==> config.mk <==
export PLATFORM = sky130hd
export DESIGN_NAME = reg_bank
export DESIGN_NICKNAME = d
export VERILOG_FILES = /design/src/rtl/reg_bank_pkg.sv /design/src/rtl/reg_bank_cell.sv /design/src/rtl/reg_bank.sv
export SDC_FILE = /design/constraint.sdc
export NUM_CORES = 1
export LEC_CHECK = 0
export CORE_ASPECT_RATIO = 0.75
export CORE_MARGIN = 2
export CORE_UTILIZATION = 55
export DETAILED_ROUTE_END_ITERATION = 12
export DONT_BUFFER_PORTS = 1
export PLACE_DENSITY = 0.74
export SYNTH_ARGS = -nofsm -noshare
export SYNTH_HDL_FRONTEND = slang
export SYNTH_SLANG_ARGS = --single-unit
==> constraint.sdc <==
create_clock -name clk -period 2.6 [get_ports clk]
set_input_delay 0.52 -clock clk [delete_from_list [all_inputs] [get_ports clk]]
set_output_delay 0.52 -clock clk [all_outputs]
set_load 0.005 [all_outputs]
==> src/rtl/reg_bank_pkg.sv <==
// Shared constants and address-width helpers for the reg_bank register file.
package reg_bank_pkg;

    localparam int DEF_WIDTH = 8;
    localparam int DEF_NREGS = 4;
    localparam logic [DEF_WIDTH-1:0] DEF_RESET_VAL = '0;

    function automatic int clog2(input int n);
        int bits;
        bits = 0;
        for (int v = 1; v < n; v = v << 1) begin
            bits++;
        end
        return bits;
    endfunction

    // A single-register bank still needs a one-bit address port.
    function automatic int addr_width(input int n);
        return (clog2(n) < 1) ? 1 : clog2(n);
    endfunction

endpackage

==> src/rtl/reg_bank_cell.sv <==
// One register of the bank: reset, then write, clear and set applied in that order.
module reg_bank_cell
    import reg_bank_pkg::*;
#(
    parameter int WIDTH = DEF_WIDTH,
    parameter logic [WIDTH-1:0] RESET_VAL = '0
) (
    input  logic             clk,
    input  logic             rst,
    input  logic             wr_hit,
    input  logic             clr_hit,
    input  logic             set_hit,
    input  logic [WIDTH-1:0] wdata,
    input  logic [WIDTH-1:0] clr_mask,
    input  logic [WIDTH-1:0] set_mask,
    output logic [WIDTH-1:0] value,
    output logic [WIDTH-1:0] value_next
);

    logic [WIDTH-1:0] value_reg;

    // Set is applied last so it wins over both write and clear on a shared bit.
    always_comb begin
        value_next = value_reg;
        if (wr_hit) begin
            value_next = wdata;
        end
        if (clr_hit) begin
            value_next = value_next & ~clr_mask;
        end
        if (set_hit) begin
            value_next = value_next | set_mask;
        end
    end

    always_ff @(posedge clk) begin
        if (!rst) begin
            value_reg <= RESET_VAL;
        end else begin
            value_reg <= value_next;
        end
    end

    assign value = value_reg;

endmodule

==> src/rtl/reg_bank.sv <==
// Register bank with word write, set/clear masks, two registered read ports and nz flags.
// Define REG_BANK_BYPASS_EN to make reads capture the post-update (write-through) value.
module reg_bank
    import reg_bank_pkg::*;
#(
    parameter int WIDTH = DEF_WIDTH,
    parameter int NREGS = DEF_NREGS,
    parameter logic [WIDTH-1:0] RESET_VAL = WIDTH'(DEF_RESET_VAL),
    localparam int AW = addr_width(NREGS)
) (
    input  logic             clk,
    input  logic             rst,
    input  logic             we,
    input  logic [AW-1:0]    waddr,
    input  logic [WIDTH-1:0] wdata,
    input  logic             set_en,
    input  logic [AW-1:0]    set_addr,
    input  logic [WIDTH-1:0] set_mask,
    input  logic             clr_en,
    input  logic [AW-1:0]    clr_addr,
    input  logic [WIDTH-1:0] clr_mask,
    input  logic [AW-1:0]    raddr0,
    input  logic [AW-1:0]    raddr1,
    output logic [WIDTH-1:0] rdata0,
    output logic [WIDTH-1:0] rdata1,
    output logic [NREGS-1:0] nz
);

`ifdef REG_BANK_BYPASS_EN
    localparam bit BYPASS = 1'b1;
`else
    localparam bit BYPASS = 1'b0;
`endif

    logic [WIDTH-1:0] cur_val  [NREGS];
    logic [WIDTH-1:0] next_val [NREGS];
    logic [WIDTH-1:0] read_src [NREGS];

    logic [WIDTH-1:0] rdata0_reg, rdata0_next;
    logic [WIDTH-1:0] rdata1_reg, rdata1_next;
    logic [NREGS-1:0] nz_reg, nz_next;

    // Addresses >= NREGS match no cell, so those requests fall away naturally.
    generate
        for (genvar gi = 0; gi < NREGS; gi++) begin : g_cell
            logic wr_hit, clr_hit, set_hit;
            assign wr_hit  = we     && (waddr    == AW'(gi));
            assign clr_hit = clr_en && (clr_addr == AW'(gi));
            assign set_hit = set_en && (set_addr == AW'(gi));

            reg_bank_cell #(
                .WIDTH     (WIDTH),
                .RESET_VAL (RESET_VAL)
            ) u_cell (
                .clk        (clk),
                .rst        (rst),
                .wr_hit     (wr_hit),
                .clr_hit    (clr_hit),
                .set_hit    (set_hit),
                .wdata      (wdata),
                .clr_mask   (clr_mask),
                .set_mask   (set_mask),
                .value      (cur_val[gi]),
                .value_next (next_val[gi])
            );

            assign read_src[gi] = BYPASS ? next_val[gi] : cur_val[gi];
            assign nz_next[gi]  = |next_val[gi];
        end
    endgenerate

    // Read muxes default to zero so out-of-range addresses return 0.
    always_comb begin
        rdata0_next = '0;
        rdata1_next = '0;
        for (int r = 0; r < NREGS; r++) begin
            if (raddr0 == AW'(r)) begin
                rdata0_next = read_src[r];
            end
            if (raddr1 == AW'(r)) begin
                rdata1_next = read_src[r];
            end
        end
    end

    always_ff @(posedge clk) begin
        if (!rst) begin
            rdata0_reg <= '0;
            rdata1_reg <= '0;
            nz_reg     <= {NREGS{RESET_VAL != '0}};
        end else begin
            rdata0_reg <= rdata0_next;
            rdata1_reg <= rdata1_next;
            nz_reg     <= nz_next;
        end
    end

    assign rdata0 = rdata0_reg;
    assign rdata1 = rdata1_reg;
    assign nz     = nz_reg;

endmodule

==> impl_metrics.toml, run 1 <==
[global_routing]
grt.overflow.total = 0
grt_start_max_net_pins = 28
number_of_global_route_vias_before_repair = 1927
grt_util_all_layers_pct = 26.76
number_of_antenna_violations_at_the_first_check_in_global_routing = 0
grt_pass1_wl_um = 10780

[drt]
detail_route.drc_violations = 0
topRoutingLayerUsed = "met4"
avgViaCountPerCell = 6.788
finalWirelength_um = 6944
drtPass1Iterations = 4
detailroute.via_count = 2111
detail_route.iter0.violations = 202
wire_per_inst_um = 22.33
wl_met2_um = 2922
met3WireLength_um = 951
met1_length_um = 3001
antenna_left = 0

[critical_path]
worst_ep_arrival_time_ns = 2.13
criticalPathCategory = "input pin to register"
startpoint_type = "input pin"
worst-path-max-fanout = 8
critical_path_required_ns = 2.82
worstSetupEndpointType = "register"

[clocking]
cts_post_setup_buffers_inserted = 0
cts.htree.levels = 2
clock_latency_ns = 0.32
cts_hold_buffers = 0
clock_tree.buffer_depth = 2
numCtsBuffers = 5
worst_setup_hold_path_clk_slew_ns = 0.11
cts.sinks = 52
tritoncts = "done"
cts.root.buffer_cell = "sky130_fd_sc_hd__clkbuf_8"
cts_repair_resize_count = 0

[timing]
report.final.setup_viol = 0
slew_violations = 0
timing.fmax_mhz = 522.7
setup_tns_ns = 0
hold_violations = 0
unrepaired_setup_endpoints_after_global_routing = "no"
tightest_slew_ns = 0.7527
worst_clock_skew_ns = 0.01302
min_period_over_period_pct = 73.59
max_slew_margin_pct = 49.64
finalWorstPathRequiredPeriod_ns = 1.913

[logic_synthesis]
synth_most_common_cell = "sky130_fd_sc_hd__dfxtp_1"
synth_warnings = 0
main_combinational_cell_family_by_area_after_synthesis = "multiplexers"
synthesis.area_mm2 = 0.002621
synth_area_per_cell_um2 = 10.20
yosys_most_used_dff = "sky130_fd_sc_hd__dfxtp_1"
synth_sequential_area_ratio_pct = 39.71
syn_nets = 296
netlist.area_leader.share_pct = 39.71
synth-async-reset-ratio_pct = 0
ys_ff_latch = 52
syn_inst = 257
synthAdderAreaFrac_pct = 0
synth_top_area_cell = "sky130_fd_sc_hd__dfxtp_1"
synth_compound_gate_area_share_pct = 11.36
synth-xor-area-share_pct = 0
yosys-mux-area-fraction_pct = 27.21
yosys.cell_types.count = 32
synth.top_cells.by_area = "sky130_fd_sc_hd__dfxtp_1 40%, sky130_fd_sc_hd__mux4_2 14%, sky130_fd_sc_hd__mux2_2 8.6%"
synth_edf_count = 0
simple_gate_portion_of_the_synthesized_area_pct = 19.19
post_synth_most_frequent_cells = "52 x sky130_fd_sc_hd__dfxtp_1, 28 x sky130_fd_sc_hd__nand2_1, 26 x sky130_fd_sc_hd__nor2_1"

[job]
cap_violations = 0

[layout]
area.growth.synth_to_final_pct = 5.060
final_design_area_no_fill_mm2 = 0.002754
drive_gt1_share_pct = 18.90
largest_register_ff_count = 32
design.final.nets = 292
fill_cells = 382
insertedDiodeCount = 0

[placed_design]
place_area_mm2 = 0.002660
gpl.final_weighted_congestion = 0.8919
io_buffers = 0
detailedPlacementHpwl_um = 4877

[run_status]
status = "finished clean"

[pwr]
cellPowerDensity_mw_per_mm2 = 575.8
ir_drop_mv = 0.3445
static-leakage-power_nw = 1.083

[floorplan]
die_area_mm2 = 0.005340
die_width_um = 83.72
top_level_ports = 59
starting_density_of_the_core_pct = 58.00
num_rows = 21
fp.coreArea_mm2 = 0.004519
die_y_um = 63.79

[min_path]
min_path_type = "input pin to register"
## worst max-delay path, stage by stage
cell,delay (ns)
sky130_fd_sc_hd__nand3_1,0.44
sky130_fd_sc_hd__mux2_2,0.46
sky130_fd_sc_hd__a22oi_1,0.28
sky130_fd_sc_hd__nand4_1,0.21
sky130_fd_sc_hd__o21a_1,0.23
## per-layer routing
metal,vias to the layer above,global-route usage [%]
met5,-,0
met4,0,5.847
met3,9,9.432
met2,136,38.40
met1,1029,39.18
li1,937,-
## final timing paths
kind | slack, ns | cells past startpoint | start | to
worst max-delay path | 0.69 | 5 | we | nz[3]
worst min-delay path | 0.32 | 1 | rst | rdata0[5]
worst max register to register | 1.18 | 4 | g_cell[3].u_cell.value[1] | nz[3]
worst min register to register | 0.68 | 3 | g_cell[3].u_cell.value[2] | g_cell[3].u_cell.value[2]
## stage by stage
stage | util (%) | cells | hold slack, ns | setup WS [ns] | power, mW
2_1_floorplan | - | 257 | 0.6126 | 0.5776 | 1.068
3_3_place_gp | 58.86 | 303 | 0.6430 | 0.4052 | 1.104
3_5_place_dp | 58.86 | 303 | 0.6446 | 0.3819 | 1.107
4_1_cts | 60.94 | 311 | 0.3163 | 0.7091 | 1.585
5_1_grt | 60.94 | 311 | 0.3095 | 0.6368 | 1.643
6_report | 60.94 | 311 | 0.3193 | 0.6867 | 1.586
## cell type report
type | instances | area (um2) | share of cell area, %
Clock inverter | 3 | 25.02 | 0.9087
Sequential cell | 52 | 1041 | 37.80
Inverter | 1 | 3.754 | 0.1363
Multi-Input combinational cell | 189 | 1514 | 54.97
Tap cell | 57 | 71.32 | 2.590
Clock buffer | 5 | 68.82 | 2.499
Timing Repair Buffer | 4 | 30.03 | 1.090
## where the power goes
| part | total (mW) | internal (mW) | switching (mW) |
|---|---|---|---|
| registers | 0.873 | 0.843 | 0.0302 |
| logic | 0.221 | 0.120 | 0.101 |
| clock network | 0.491 | 0.197 | 0.294 |
## kinds of logic after synthesis
| logic type | after synthesis |
|---|---|
| AO/OA/AOI/OAI | 42 |
| buffers and inverters | 16 |
| flip-flops | 52 |
| multiplexers | 48 |
| AND/OR/NAND/NOR | 99 |
## cells in the final DEF (no fill, tap or decap), types with 4 or more instances in the layout
cell type,count
sky130_fd_sc_hd__mux2_2,20
sky130_fd_sc_hd__a22o_1,6
sky130_fd_sc_hd__a22oi_1,20
sky130_fd_sc_hd__nand2_1,28
sky130_fd_sc_hd__dfxtp_1,52
sky130_fd_sc_hd__nor2_1,26
sky130_fd_sc_hd__mux2_1,6
sky130_fd_sc_hd__buf_4,4
sky130_fd_sc_hd__mux4_2,16
sky130_fd_sc_hd__a21oi_1,8
sky130_fd_sc_hd__clkbuf_8,5
sky130_fd_sc_hd__nand4_1,5
sky130_fd_sc_hd__and2_1,24
sky130_fd_sc_hd__mux2i_1,6
(Power assumes the default switching activity.)
==> run 2, diff against run 1 <==
--- a/config.mk
+++ b/config.mk
@@ -5,12 +5,13 @@
 export SDC_FILE = /design/constraint.sdc
 export NUM_CORES = 1
 export LEC_CHECK = 0
+export ABC_AREA = 1
 export CORE_ASPECT_RATIO = 0.75
 export CORE_MARGIN = 2
 export CORE_UTILIZATION = 55
 export DETAILED_ROUTE_END_ITERATION = 12
 export DONT_BUFFER_PORTS = 1
-export PLACE_DENSITY = 0.74
+export PLACE_DENSITY = 0.77
 export SYNTH_ARGS = -nofsm -noshare
 export SYNTH_HDL_FRONTEND = slang
 export SYNTH_SLANG_ARGS = --single-unit
==> constraint.sdc (replaced) <==
create_clock -name clk -period 1.6 [get_ports clk]
set_input_delay 0.32 -clock clk [delete_from_list [all_inputs] [get_ports clk]]
set_output_delay 0.32 -clock clk [all_outputs]
set_load 0.005 [all_outputs]
==> run 2 against run 1 <==
Combinational power grew 140%. Clock skew shrank 0.0078 ns. Flip-flop and latch count did not move. Highest routed layer unchanged.
==> impl_metrics.toml, run 2 <==
[placed_design]
detailedPlacementHpwl_um = 6855
io_buffers = 0
gpl.final_weighted_congestion = 0.9260
preCtsSetupSlack_ns = 0.1355
place_area_mm2 = 0.003078

[clocking]
cts.sinks = 52
cts.root.buffer_cell = "sky130_fd_sc_hd__clkbuf_8"
cts_hold_buffers = 0
clock_tree.buffer_depth = 2
worst_setup_hold_path_clk_slew_ns = 0.09
cts_repair_resize_count = 0
tritoncts = "done"
cts.htree.levels = 2
clock_latency_ns = 0.31
cts_post_setup_buffers_inserted = 0
numCtsBuffers = 5

[timing]
worst_clock_skew_ns = 0.005178
setup_tns_ns = 0
slew_violations = 0
finalWorstSetupSlack_ns = 0.3271
hold_violations = 0
unrepaired_setup_endpoints_after_global_routing = "no"
finalWorstPathRequiredPeriod_ns = 1.273
timing.fmax_mhz = 785.6
report.final.setup_viol = 0
min_period_over_period_pct = 79.56
max_slew_margin_pct = 58.86
tightest_slew_ns = 0.6138

[logic_synthesis]
yosys_most_used_dff = "sky130_fd_sc_hd__dfxtp_1"
synth-async-reset-ratio_pct = 0
synth_sequential_area_ratio_pct = 33.86
synth.top_cells.by_area = "sky130_fd_sc_hd__dfxtp_1 34%, sky130_fd_sc_hd__nand2_1 16%, sky130_fd_sc_hd__nand4_1 8.1%"
ys_ff_latch = 52
yosys.cell_types.count = 23
synth_warnings = 0
syn_nets = 509
netlist.area_leader.share_pct = 33.86
synth_top_area_cell = "sky130_fd_sc_hd__dfxtp_1"
synthesis.area_mm2 = 0.003074
post_synth_most_frequent_cells = "127 x sky130_fd_sc_hd__nand2_1, 62 x sky130_fd_sc_hd__inv_1, 52 x sky130_fd_sc_hd__dfxtp_1"
synth_edf_count = 0
syn_inst = 470
synth_most_common_cell = "sky130_fd_sc_hd__nand2_1"
synth_area_per_cell_um2 = 6.541

[layout]
insertedDiodeCount = 0
design.final.nets = 502
final_design_area_no_fill_mm2 = 0.003199
multi_input_comb_area_mm2 = 0.001658
final_cell_mix = "127 x sky130_fd_sc_hd__nand2_1, 62 x sky130_fd_sc_hd__inv_1, 52 x sky130_fd_sc_hd__dfxtp_1"
post-route-util_pct = 59.45
drive_gt1_share_pct = 5.603
area.growth.synth_to_final_pct = 4.070
most_frequent_standard_cell_in_the_layout_excluding_fill_and_tap_cells = "sky130_fd_sc_hd__nand2_1"
ff_latch_area_mm2 = 0.001041
largest_register_ff_count = 32
fill_cells = 562

[drt]
detailroute.via_count = 3314
detail_route.drc_violations = 0
antenna_left = 0
drtPass1Iterations = 7
wire_per_inst_um = 16.82
avgViaCountPerCell = 6.148
detail_route.iter0.violations = 375
finalWirelength_um = 9067

[floorplan]
die_width_um = 90.33
top_level_ports = 59
fp.coreArea_mm2 = 0.005381
die_area_mm2 = 0.006210
num_rows = 23
starting_density_of_the_core_pct = 57.13
die_y_um = 68.75

[critical_path]
startpoint_type = "input pin"
timing.rr.end = "nz[2]"
worst_ep_arrival_time_ns = 1.53
r2r-start = "g_cell[2].u_cell.value[2]"
setup.reg_to_reg.worst_slack_ns = 0.42
critical_path_required_ns = 1.85
worstSetupEndpointType = "register"
criticalPathCategory = "input pin to register"
r2r_cells = 8
worst-path-max-fanout = 8

[global_routing]
grt_util_all_layers_pct = 29.65
number_of_antenna_violations_at_the_first_check_in_global_routing = 0
grt_start_max_net_pins = 37
number_of_global_route_vias_before_repair = 2868
grt_pass1_wl_um = 14260
grt.overflow.total = 0

[min_path]
timing.hold.worst_endpoint = "rdata0[1]"
whs_path_depth = 2
holdCritStartpoint = "rst"
min_path_type = "input pin to register"

[pwr]
ir_drop_mv = 0.5365
cellPowerDensity_mw_per_mm2 = 908.3
static-leakage-power_nw = 1.524

[job]
cap_violations = 0

[run_status]
status = "finished clean"
## run 2: changes by cell type after synthesis, moves of 7 or more
| cell | change |
|---|---|
| sky130_fd_sc_hd__a21oi_1 | +39 |
| sky130_fd_sc_hd__a22oi_1 | -20 |
| sky130_fd_sc_hd__and2_1 | -24 |
| sky130_fd_sc_hd__clkbuf_1 | -12 |
| sky130_fd_sc_hd__inv_1 | +62 |
| sky130_fd_sc_hd__mux2_2 | -20 |
| sky130_fd_sc_hd__mux4_2 | -16 |
| sky130_fd_sc_hd__nand2_1 | +99 |
| sky130_fd_sc_hd__nand3_1 | +48 |
| sky130_fd_sc_hd__nand4_1 | +35 |
| sky130_fd_sc_hd__o21ai_0 | +7 |
| sky130_fd_sc_hd__o221ai_1 | +8 |
| sky130_fd_sc_hd__o22ai_1 | +15 |
## run 2: kinds of logic after synthesis
group	share of synthesized area, %
simple gates	39.48
flops	33.86
buf+inv	12.21
compound gates	14.45
## run 2: how the worst max path moves through the flow
stage	from	to	slack [ns]
floorplan	clr_addr[1]	nz[3]	0.35
global placement	waddr[1]	nz[0]	0.13
detailed placement	waddr[1]	nz[0]	0.14
CTS	set_en	nz[0]	0.40
global route	set_en	nz[0]	0.26
finish	set_en	nz[0]	0.33
## run 2: power by group
part | switching (mW) | total (mW) | internal, mW
Sequential | 0.0359 | 1.42 | 1.38
Clock | 0.448 | 0.960 | 0.512
Combinational | 0.350 | 0.526 | 0.176
## run 2: cell type report
| type | instances | area share (%) |
|---|---|---|
| repair buffers | 4 | 0.9386 |
| inverters | 68 | 7.978 |
| well taps | 75 | 2.933 |
| clock inverters | 2 | 1.212 |
| flip-flops and latches | 52 | 32.54 |
| clock buffers | 6 | 2.581 |
| multi-input cells | 332 | 51.82 |
## run 2: layer usage
metal,vias to the layer above,wire length [um],track usage [%]
li1,1563,-,-
met1,1531,3931,39.73
met2,208,4037,50.00
met3,12,959,5.761
met4,0,138,8.269
met5,-,0,0
## run 2: worst max-delay path, cell delays in order
cell and delay (ns):
sky130_fd_sc_hd__inv_1 0.12, sky130_fd_sc_hd__nor3_2 0.50, sky130_fd_sc_hd__nand2_1 0.18, sky130_fd_sc_hd__nand2_1 0.17, sky130_fd_sc_hd__nor2_1 0.06, sky130_fd_sc_hd__nand2_1 0.05, sky130_fd_sc_hd__nor2_1 0.04, sky130_fd_sc_hd__nor2_1 0.07
## run 2: metrics by stage
| stage | total power, mW | hold slack (ns) | std cells |
|---|---|---|---|
| 2_1_floorplan | 1.894 | 0.4892 | 470 |
| 3_3_place_gp | 1.952 | 0.4276 | 531 |
| 3_5_place_dp | 1.961 | 0.4293 | 531 |
| 4_1_cts | 2.919 | 0.09921 | 539 |
| 5_1_grt | 3.044 | 0.1058 | 539 |
| 6_report | 2.906 | 0.1050 | 539 |
==> run 3, diff against run 2 <==
--- a/config.mk
+++ b/config.mk
@@ -11,7 +11,7 @@
 export CORE_UTILIZATION = 55
 export DETAILED_ROUTE_END_ITERATION = 12
 export DONT_BUFFER_PORTS = 1
-export PLACE_DENSITY = 0.77
+export PLACE_DENSITY = 0.74
 export SYNTH_ARGS = -nofsm -noshare
 export SYNTH_HDL_FRONTEND = slang
 export SYNTH_SLANG_ARGS = --single-unit
==> constraint.sdc (replaced) <==
create_clock -name clk -period 1.2 [get_ports clk]
set_input_delay 0.24 -clock clk [delete_from_list [all_inputs] [get_ports clk]]
set_output_delay 0.24 -clock clk [all_outputs]
set_load 0.005 [all_outputs]
==> run 3 against run 2 <==
Combinational power increased by 54%. Critical path depth unchanged. Routed wire length increased by 3.9%. Sequential power is 34% higher. Design area increased by 11%. Critical endpoint is now nz[2]. Clock skew is 0.00071 ns lower. Highest routed layer unchanged. Register-to-register slack lost 0.34 ns. Via count grew 4.0%. Cell count grew 7.4%. First-iteration DRC count is 1.3% lower. Sequential share of layout area fell by 3.1 points. Non-clock buffer count grew 40.
==> impl_metrics.toml, run 3 (synthesized netlist as in run 2, its figures left out) <==
[clocking]
cts.sinks = 52
clock_latency_ns = 0.32
cts.root.buffer_cell = "sky130_fd_sc_hd__clkbuf_8"
cts.htree.levels = 2
clock_tree.buffer_depth = 2
worst_setup_hold_path_clk_slew_ns = 0.10
cts_post_setup_buffers_inserted = 0
numCtsBuffers = 5
cts_hold_buffers = 0
tritoncts = "done"
cts_repair_resize_count = 0

[pwr]
power.share.sequential_pct = 50.7
cellPowerDensity_mw_per_mm2 = 1057
ir_drop_mv = 0.7027
clock_power_share_pct = 27.6
power_report.internal_total_mw = 2.584
switching_power_mw = 1.156
netSwitchingFraction_pct = 30.90
static-leakage-power_nw = 1.702
power.combinational.fraction_pct = 21.7

[critical_path]
worst-path-max-fanout = 2
criticalPathCategory = "register to register"
startpoint_type = "register"
critical_path_required_ns = 1.41
worst_ep_arrival_time_ns = 1.32
critical_path.max_stage_delay_ns = 0.32
setup.reg_to_reg.worst_slack_ns = 0.08
crit_path_cell_trace = "inv_1, nand2_1, nand3_2, nand2_1, nor2_2, nand2_1, nor2_1, nor2_1"
cpMaxStageDelayCell = "sky130_fd_sc_hd__dfxtp_1"
cpMostUsedCell = "sky130_fd_sc_hd__nand2_1"
worstSetupEndpointType = "register"

[drt]
drtPass1Iterations = 5
detail_route.drc_violations = 0
avgViaCountPerCell = 5.953
detail_route.iter0.violations = 370
finalWirelength_um = 9424
antenna_left = 0
detailroute.via_count = 3447
wire_per_inst_um = 16.28

[min_path]
min_path_type = "input pin to register"

[global_routing]
grt_start_max_net_pins = 33
grt_util_all_layers_pct = 31.27
number_of_global_route_vias_before_repair = 3010
grt.overflow.total = 0
grt_pass1_wl_um = 15010
number_of_antenna_violations_at_the_first_check_in_global_routing = 0

[floorplan]
starting_density_of_the_core_pct = 57.13
die_y_um = 68.75
top_level_ports = 59
fp.coreArea_mm2 = 0.005381
die_width_um = 90.33
die_area_mm2 = 0.006210
num_rows = 23

[placed_design]
io_buffers = 0
placed_instances = 571
detailedPlacementHpwl_um = 7297
preCtsSetupSlack_ns = -0.2518
gpl.final_weighted_congestion = 0.9012

[job]
cap_violations = 0

[timing]
slew_violations = 0
finalWorstSetupSlack_ns = 0.08477
report.final.setup_viol = 0
hold_violations = 0
max_slew_margin_pct = 58.15
tightest_slew_ns = 0.6255
min_period_over_period_pct = 92.94
setup_tns_ns = 0
finalWorstPathRequiredPeriod_ns = 1.115
timing.fmax_mhz = 896.7
worst_clock_skew_ns = 0.004471

[layout]
ff_latch_area_mm2 = 0.001041
drive_gt1_share_pct = 13.89
design.final.nets = 542
most_frequent_standard_cell_in_the_layout_excluding_fill_and_tap_cells = "sky130_fd_sc_hd__nand2_1"
fill_cells = 493
insertedDiodeCount = 0
largest_register_ff_count = 32
multi_input_comb_area_mm2 = 0.001679
final_cell_mix = "127 x sky130_fd_sc_hd__nand2_1, 61 x sky130_fd_sc_hd__inv_1, 52 x sky130_fd_sc_hd__dfxtp_1"
post-route-util_pct = 65.75
instances_no_fill = 579
area.growth.synth_to_final_pct = 15.10

[run_status]
status = "finished clean"
[run 3: cell count changes in the layout (fill, tap and decap cells not counted), sizes merged]
| cell | previous run | this run |
|---|---|---|
| clkinvlp | 0 | 1 |
| buf | 4 | 44 |
| bufinv | 1 | 0 |
[run 3: layout make-up]
cell class	count	area share (%)
clock buffer	6	2.051
multi-input combinational	332	47.45
tap	75	2.652
timing repair buffer	44	10.75
clock inverter	2	0.4597
sequential	52	29.42
inverter	68	7.214
[run 3: routing by layer]
metal	routed length (um)	GRT usage [%]
met5	0	0
met4	182	10.96
met3	1148	6.848
met2	4185	51.22
met1	3908	41.75
[run 3: power by group through the flow]
stage / sequential, mW / clock (mW) / combinational, mW
after floorplan: 1.92 / 0 / 0.603
after global placement: 1.93 / 0 / 0.767
after detailed placement: 1.94 / 0 / 0.784
after CTS: 1.90 / 1.05 / 0.787
after global routing: 1.91 / 1.10 / 0.909
final: 1.90 / 1.03 / 0.811
[run 3: worst max-delay path, delay by kind of cell, from the launching register on]
kind          cells  cell delay, ns
buf+inv           1            0.07
flops             1            0.32
simple gates      7            0.61
[run 3: path summary, 6_finish.rpt]
check | startpoint | end | cells past startpoint
setup / recovery | g_cell[2].u_cell.value[3] | nz[2] | 8
hold / removal | rst | rdata0[2] | 2
setup reg to reg | g_cell[2].u_cell.value[3] | nz[2] | 8
hold reg to reg | g_cell[3].u_cell.value[6] | rdata1[6] | 2
[run 3: through the flow]
stage	hold slack, ns	total power, mW	cell area [um2]
2_1_floorplan	0.4092	2.525	3074
3_3_place_gp	0.3460	2.701	3428
3_5_place_dp	0.3450	2.720	3428
4_1_cts	0.01491	3.736	3517
5_1_grt	0.01172	3.920	3538
6_report	0.01923	3.740	3538
